`src/rtl/pc_sequencer_pkg.sv`:
```
// Shared definitions for the PC sequencer: next-PC select codes, FSM states,
// and the instruction register field positions.
package pc_sequencer_pkg;

   localparam logic [1:0] PC_SRC_PC4    = 2'b00;
   localparam logic [1:0] PC_SRC_BRANCH = 2'b01;
   localparam logic [1:0] PC_SRC_JUMP   = 2'b10;
   localparam logic [1:0] PC_SRC_HOLD   = 2'b11;

   typedef enum logic [1:0] {
      ST_FETCH    = 2'd0,
      ST_DECODE   = 2'd1,
      ST_WAIT_UPD = 2'd2
   } state_e;

   localparam int OPCODE_HI = 31;
   localparam int OPCODE_LO = 26;
   localparam int RS_HI     = 25;
   localparam int RS_LO     = 21;
   localparam int IMM_HI    = 15;
   localparam int IMM_LO    = 0;
   localparam int ADDR_HI   = 25;
   localparam int ADDR_LO   = 0;

   function automatic logic misaligned(input logic [31:0] addr);
      return addr[1:0] != 2'b00;
   endfunction

endpackage

```
`src/rtl/pc_sequencer_if.sv`:
```
// Instruction-memory fetch handshake between the PC sequencer and memory.
interface pc_sequencer_if;
   logic        imem_req;
   logic [31:0] imem_addr;
   logic        imem_ack;
   logic [31:0] imem_rdata;

   modport master (output imem_req, imem_addr, input imem_ack, imem_rdata);
   modport slave  (input imem_req, imem_addr, output imem_ack, imem_rdata);
endinterface

```
`src/rtl/pc_fetch_timer.sv`:
```
// Counts fetch cycles without an acknowledge; expired marks the LIMIT-th one
// and the count restarts from zero on that edge.
module pc_fetch_timer #(
   parameter int LIMIT = 16
) (
   input  logic clk,
   input  logic enable,
   input  logic clear,
   output logic expired
);

   localparam int W = (LIMIT > 1) ? $clog2(LIMIT) : 1;
   localparam logic [W-1:0] LAST = W'(LIMIT - 1);

   logic [W-1:0] cnt;

   assign expired = enable && (cnt == LAST);

   always_ff @(posedge clk) begin
      if (clear) begin
         cnt <= '0;
      end else if (enable) begin
         cnt <= expired ? '0 : cnt + W'(1);
      end
   end

endmodule

```
`src/rtl/pc_sequencer.sv`:
```
// Program counter sequencer: fetch / decode / wait-for-update loop.
// Optional macro PC_ALIGN_CHECK_EN rejects misaligned PC loads with a sticky fault.
module pc_sequencer
   import pc_sequencer_pkg::*;
#(
   parameter logic [31:0] RESET_PC    = 32'h0,
   parameter int          ACK_TIMEOUT = 16
) (
   input  logic                  clk,
   input  logic                  reset,
   pc_sequencer_if.master        bus,
   output logic [31:0]           PC,
   output logic [5:0]            opcode,
   output logic [25:0]           address,
   output logic [15:0]           immediate,
   output logic [4:0]            rs,
   input  logic [31:0]           PC4,
   input  logic [31:0]           branchAddress,
   input  logic [31:0]           jumpAddress,
   input  logic [1:0]            pc_src,
   input  logic                  branch_taken,
   input  logic                  update,
   output logic                  instr_valid,
   output logic                  busy,
   output logic                  timeout,
   output logic                  fault
);

   state_e      state;
   logic [31:0] pc_q;
   logic [31:0] ir_q;
   logic [31:0] target;
   logic        timeout_q;
   logic        in_fetch;
   logic        expired;
   logic        load_ok;

   assign in_fetch      = (state == ST_FETCH);
   assign bus.imem_req  = in_fetch;
   assign bus.imem_addr = pc_q;
   assign PC            = pc_q;
   assign instr_valid   = (state == ST_DECODE);
   assign busy          = (state != ST_WAIT_UPD);
   assign timeout       = timeout_q;

   assign opcode    = ir_q[OPCODE_HI:OPCODE_LO];
   assign rs        = ir_q[RS_HI:RS_LO];
   assign immediate = ir_q[IMM_HI:IMM_LO];
   assign address   = ir_q[ADDR_HI:ADDR_LO];

   // A not-taken branch falls through to PC4.
   always_comb begin
      target = pc_q;
      unique case (pc_src)
         PC_SRC_PC4:    target = PC4;
         PC_SRC_BRANCH: target = branch_taken ? branchAddress : PC4;
         PC_SRC_JUMP:   target = jumpAddress;
         PC_SRC_HOLD:   target = pc_q;
      endcase
   end

   // An ack on the limit cycle disables the timer, so the fetch wins over the timeout.
   pc_fetch_timer #(.LIMIT(ACK_TIMEOUT)) u_timer (
      .clk     (clk),
      .enable  (in_fetch && !bus.imem_ack),
      .clear   (reset || !in_fetch || bus.imem_ack),
      .expired (expired)
   );

`ifdef PC_ALIGN_CHECK_EN
   logic fault_q;

   assign load_ok = !misaligned(target);
   assign fault   = fault_q;

   always_ff @(posedge clk) begin
      if (reset) begin
         fault_q <= 1'b0;
      end else if (state == ST_WAIT_UPD && update && !load_ok) begin
         fault_q <= 1'b1;
      end
   end
`else
   assign load_ok = 1'b1;
   assign fault   = 1'b0;
`endif

   always_ff @(posedge clk) begin
      if (reset) begin
         state     <= ST_FETCH;
         pc_q      <= RESET_PC;
         ir_q      <= '0;
         timeout_q <= 1'b0;
      end else begin
         timeout_q <= expired;
         unique case (state)
            ST_FETCH: begin
               if (bus.imem_ack) begin
                  ir_q  <= bus.imem_rdata;
                  state <= ST_DECODE;
               end
            end
            ST_DECODE: state <= ST_WAIT_UPD;
            ST_WAIT_UPD: begin
               if (update && load_ok) begin
                  pc_q  <= target;
                  state <= ST_FETCH;
               end
            end
            default: state <= ST_FETCH;
         endcase
      end
   end

endmodule

```
`src/flat_wrapper.sv`:
```
// flat-port wrapper written by rule: the top's interface ports become plain ports
module pc_sequencer_flat import pc_sequencer_pkg::*;
#(
   parameter logic [31:0] RESET_PC    = 32'h0,
   parameter int          ACK_TIMEOUT = 16
)
  (clk, reset, PC, opcode, address, immediate, rs, PC4, branchAddress, jumpAddress, pc_src, branch_taken, update, instr_valid, busy, timeout, fault, bus_imem_req, bus_imem_addr, bus_imem_ack, bus_imem_rdata);
  pc_sequencer_if bus_i ();
  input  logic clk;
  input  logic reset;
  output logic [31:0] PC;
  output logic [5:0] opcode;
  output logic [25:0] address;
  output logic [15:0] immediate;
  output logic [4:0] rs;
  input  logic [31:0] PC4;
  input  logic [31:0] branchAddress;
  input  logic [31:0] jumpAddress;
  input  logic [1:0] pc_src;
  input  logic branch_taken;
  input  logic update;
  output logic instr_valid;
  output logic busy;
  output logic timeout;
  output logic fault;
  output wire logic [$bits(bus_i.imem_req)-1:0] bus_imem_req;
  output wire logic [$bits(bus_i.imem_addr)-1:0] bus_imem_addr;
  input wire logic [$bits(bus_i.imem_ack)-1:0] bus_imem_ack;
  input wire logic [$bits(bus_i.imem_rdata)-1:0] bus_imem_rdata;
  assign bus_imem_req = bus_i.imem_req;
  assign bus_imem_addr = bus_i.imem_addr;
  assign bus_i.imem_ack = bus_imem_ack;
  assign bus_i.imem_rdata = bus_imem_rdata;
  pc_sequencer #(.RESET_PC(RESET_PC), .ACK_TIMEOUT(ACK_TIMEOUT)) u_core (.clk(clk), .reset(reset), .bus(bus_i), .PC(PC), .opcode(opcode), .address(address), .immediate(immediate), .rs(rs), .PC4(PC4), .branchAddress(branchAddress), .jumpAddress(jumpAddress), .pc_src(pc_src), .branch_taken(branch_taken), .update(update), .instr_valid(instr_valid), .busy(busy), .timeout(timeout), .fault(fault));
endmodule
```
`config.mk`:
```
export PLATFORM = sky130hd
export DESIGN_NAME = pc_sequencer_flat
export DESIGN_NICKNAME = d
export VERILOG_FILES = /design/src/rtl/pc_sequencer_pkg.sv /design/src/rtl/pc_sequencer_if.sv /design/src/rtl/pc_fetch_timer.sv /design/src/rtl/pc_sequencer.sv /design/src/flat_wrapper.sv
export SDC_FILE = /design/constraint.sdc
export NUM_CORES = 1
export LEC_CHECK = 0
export CAP_MARGIN = 10
export CORE_UTILIZATION = 38
export DETAILED_ROUTE_END_ITERATION = 10
export GPL_ROUTABILITY_DRIVEN = 0
export GPL_TIMING_DRIVEN = 1
export PLACE_DENSITY = 0.9
export RECOVER_POWER = 50
export SYNTH_ARGS = -nofsm -noshare
export SYNTH_HDL_FRONTEND = slang
export SYNTH_SLANG_ARGS = --single-unit
export TNS_END_PERCENT = 5
```
`constraint.sdc`:
```
create_clock -name clk -period 1.7 [get_ports clk]
set_input_delay 0.17 -clock clk [delete_from_list [all_inputs] [get_ports clk]]
set_output_delay 0.17 -clock clk [all_outputs]
set_load 0.03 [all_outputs]
```
==> metrics.txt <==
status complete, no violations; CTS root buf sky130_fd_sc_hd__clkbuf_8; Design Power roughly 0.0046 W; number of synthesized flops with an enable pin 0; multiplexer fraction of the synthesized cell area between 20% and 30%; IO Count 257; via count between 3k and 4k; final worst path period need about 1.6 ns; critical path depth 1; die area around 12000 um^2; endpoints failing setup 0; max-slew violations 0; initial standard-cell utilization of the core 39.3%; residual antenna-violating net count after detailed routing 0; most area-hungry cell type in the Yosys netlist sky130_fd_sc_hd__dfxtp_1; post-synthesis share of cell area spent on full adders, half adders and majority gates around 1.2%; Flop pwr share around two fifths; routed wire length around 13 mm; fillers around 880; kind of cell with the highest combined delay on the critical path buffers and inverters; Worst path slowest cell sky130_fd_sc_hd__clkdlybuf4s50_1; sequential share of the synthesized area 33.2%; pin count of the biggest net entering global routing 40; worst reg2reg endpoint u_core.ir_q[7]; synthesized-area fraction occupied by xor and xnor cells 0.205%; global-route wire length before repair slightly below 20 mm; Synth Area in Compound Gates 15.3%; DIE HEIGHT about 110 um; area taken by flip-flops and latches approximately 1400 um^2; Period Utilization, post-route about 96%; layout cell share with drive strength beyond 1 approximately 15%; critical path capture point immediate[1]; critical path arrival around 1.5 ns; synthesized instance count approximately 410; syn_area_per_cell around 10 um^2; proportion of netlist area held by the largest area contributor 33.2%; power spent charging and discharging nets ~0.0014 W; mapped cell area ~4300 um^2; sinks on the clock net 71; Synth Register Bits 71; n_diodes 0; non-filler instance count after layout between 700 and 800; vias per inst ~5.0; CP Class reg2out; number of endpoints with negative hold slack in the final report 0; quantity of I/O buffers inserted on ports around 260; timing startpoint of the critical path u_core.ir_q[1]; count of hold-fix buffers inserted at cts 0; Async S/R FF share, synth 0%; placed insts between 700 and 800; CP cell instances clkdlybuf4s50_1; clock latency on the worst-skew pair about 0.35 ns; headroom to the max-slew limit 66.2%; startpoint of the worst register-to-register path u_core.state[1]; Floorplan Core Area approximately 11000 um^2; kind of end point of the critical path output port; Slowest Stage Delay on Critical Path 0.70 ns; standard-cell row count 38; vias in the first global route 3993; CTS Buffer Depth 2; total power divided by cell area 684 nW/um^2; commonest cells after routing, fill and taps aside sky130_fd_sc_hd__clkdlybuf4s50_1, sky130_fd_sc_hd__dfxtp_1, sky130_fd_sc_hd__mux2i_1, sky130_fd_sc_hd__nor2_1, sky130_fd_sc_hd__a22oi_1; largest family of logic cells by synthesized area multiplexers; Residual DRC 0; Post-Synthesis Net Count about 550; level count of the clock H-tree 3; clock power share between 30% and 40%; Final nets 747; internal power between 0.003 and 0.004 W; reg-to-reg setup timing slack between 0.15 and 0.2 ns; Fin Hold WS 0.284 ns; first drt pass iteration count 4; cell leakage power ~2.5 nW; maximum operating frequency a little over 600 MHz; combinational fraction of design power 29.4%; Least-Margin Pin Slew roughly 0.5 ns; Tot GR Track Use between 20% and 30%; worst r2r path cells 4; proportion of total power due to net switching between 30% and 40%; highest ir drop seen on vdd roughly 440 uV; Crit Path Max Fanout 3; placed wire-length estimate after detailed placement between 9 and 10 mm; number of maximum-capacitance constraint violations 0; initial antenna violation count 0; CP Buf/Inv Count 1; combined area of the multi-input logic cells 2180 um^2; count of distinct cell types in the synthesized netlist 33; remaining global-route overflow 0; dominant register cell in the synthesized netlist sky130_fd_sc_hd__dfxtp_1; synth-to-layout area growth 56.8%; Syn. warnings 0; largest cells by area after synthesis sky130_fd_sc_hd__dfxtp_1, sky130_fd_sc_hd__mux2i_1, sky130_fd_sc_hd__buf_4; worst hold path type in2reg; unrepaired setup endpoints after global routing false; basic-gate share of the synthesized area counting and, or, nand and nor cells 11.0%; cts bufs inserted 9; commonest non-fill, non-tap cell in the layout sky130_fd_sc_hd__clkdlybuf4s50_1; data required time of the critical path ~1.5 ns; CTS tree yes; DR iter-0 viols about 120; skew final between 0.015 and 0.02 ns; routed wirelength normalized by instance count 17.0 um; kind of launch point of the worst setup path register; clock transition at the registers of the reported paths 0.09 ns; Die X-Extent ~110 um
-- cell type report --
class	count	share of cell area, %
timing repair buffer	271	40.5
multi-input combinational	252	32.5
sequential	71	21.2
tap	140	2.61
clock buffer	10	2.05
clock inverter	6	1.08
inverter	3	0.168
-- power by group through the flow --
| stage | clock network, W | logic, W | registers, W |
|---|---|---|---|
| after floorplan | 0 | 0.000637 | 0.00196 |
| after detailed placement | 0 | 0.00137 | 0.00184 |
| final | 0.00144 | 0.00135 | 0.00180 |
| after global routing | 0.00158 | 0.00143 | 0.00181 |
| after global placement | 0 | 0.00135 | 0.00183 |
| after CTS | 0.00149 | 0.00138 | 0.00180 |
-- layer usage --
metal	track usage, %	routed length, um
met2	41.5	6570
met1	23.0	4850
met5	0	0
met4	7.53	223
met3	6.45	1170
-- per-stage QoR --
step | util [%] | cell area, um^2 | setup WS (ns) | setup TNS [ns]
finish | 61.6 | 6710 | 0.0686 | 0
global route | 61.6 | 6710 | 0.0220 | 0
CTS | 61.9 | 6740 | 0.0129 | 0
detailed placement | 60.0 | 6540 | -0.247 | -6.97
global placement | 60.0 | 6540 | -0.189 | -5.80
floorplan | - | 4280 | 0.328 | 0
-- cells in the mapped netlist, types with 5 or more instances --
cell	count
sky130_fd_sc_hd__a211oi_2	30
sky130_fd_sc_hd__a22oi_1	31
sky130_fd_sc_hd__buf_2	5
sky130_fd_sc_hd__buf_4	63
sky130_fd_sc_hd__clkbuf_1	7
sky130_fd_sc_hd__dfxtp_1	71
sky130_fd_sc_hd__dlygate4sd1_1	5
sky130_fd_sc_hd__mux2_1	8
sky130_fd_sc_hd__mux2_2	24
sky130_fd_sc_hd__mux2i_1	64
sky130_fd_sc_hd__nand2b_1	8
sky130_fd_sc_hd__nor2_1	37
sky130_fd_sc_hd__or2b_1	25
-- sequential cells by signal (all words and copies together) (netlist names) --
register and cells:
u_core.PC 32, u_core.ir_q 32, u_core.u_timer.cnt 4, u_core.state 2
u_core.timeout 1
-- worst min-delay path, delay by kind of cell --
kind | cells | cell delay (ns)
buf+inv | 1 | 0.10
simple gates | 1 | 0.25
compound gates | 1 | 0.07
-- logic make-up after synthesis --
kind of cell | Yosys count
compound gates | 66
xor+xnor | 1
fa+ha+maj | 4
buf+inv | 89
flops | 71
mux | 96
other cells | 1
simple gates | 84
-- timing repair --
item,in CTS,in global routing
endpoints found under the setup margin,6,1
resized for setup,6,1
pin swaps,0,0
setup buffers,0,0
-- worst min path at each step --
stage / start / endpoint / depth (start not counted)
CTS: reset / u_core.u_timer.cnt[2] / 3
finish: reset / u_core.u_timer.cnt[3] / 3
floorplan: bus_imem_rdata[0] / u_core.ir_q[0] / 2
detailed placement: u_core.u_timer.cnt[0] / u_core.u_timer.cnt[0] / 1
global placement: u_core.u_timer.cnt[0] / u_core.u_timer.cnt[0] / 1
global route: reset / u_core.u_timer.cnt[3] / 3
No activity file was read; power rests on OpenSTA's default activity.
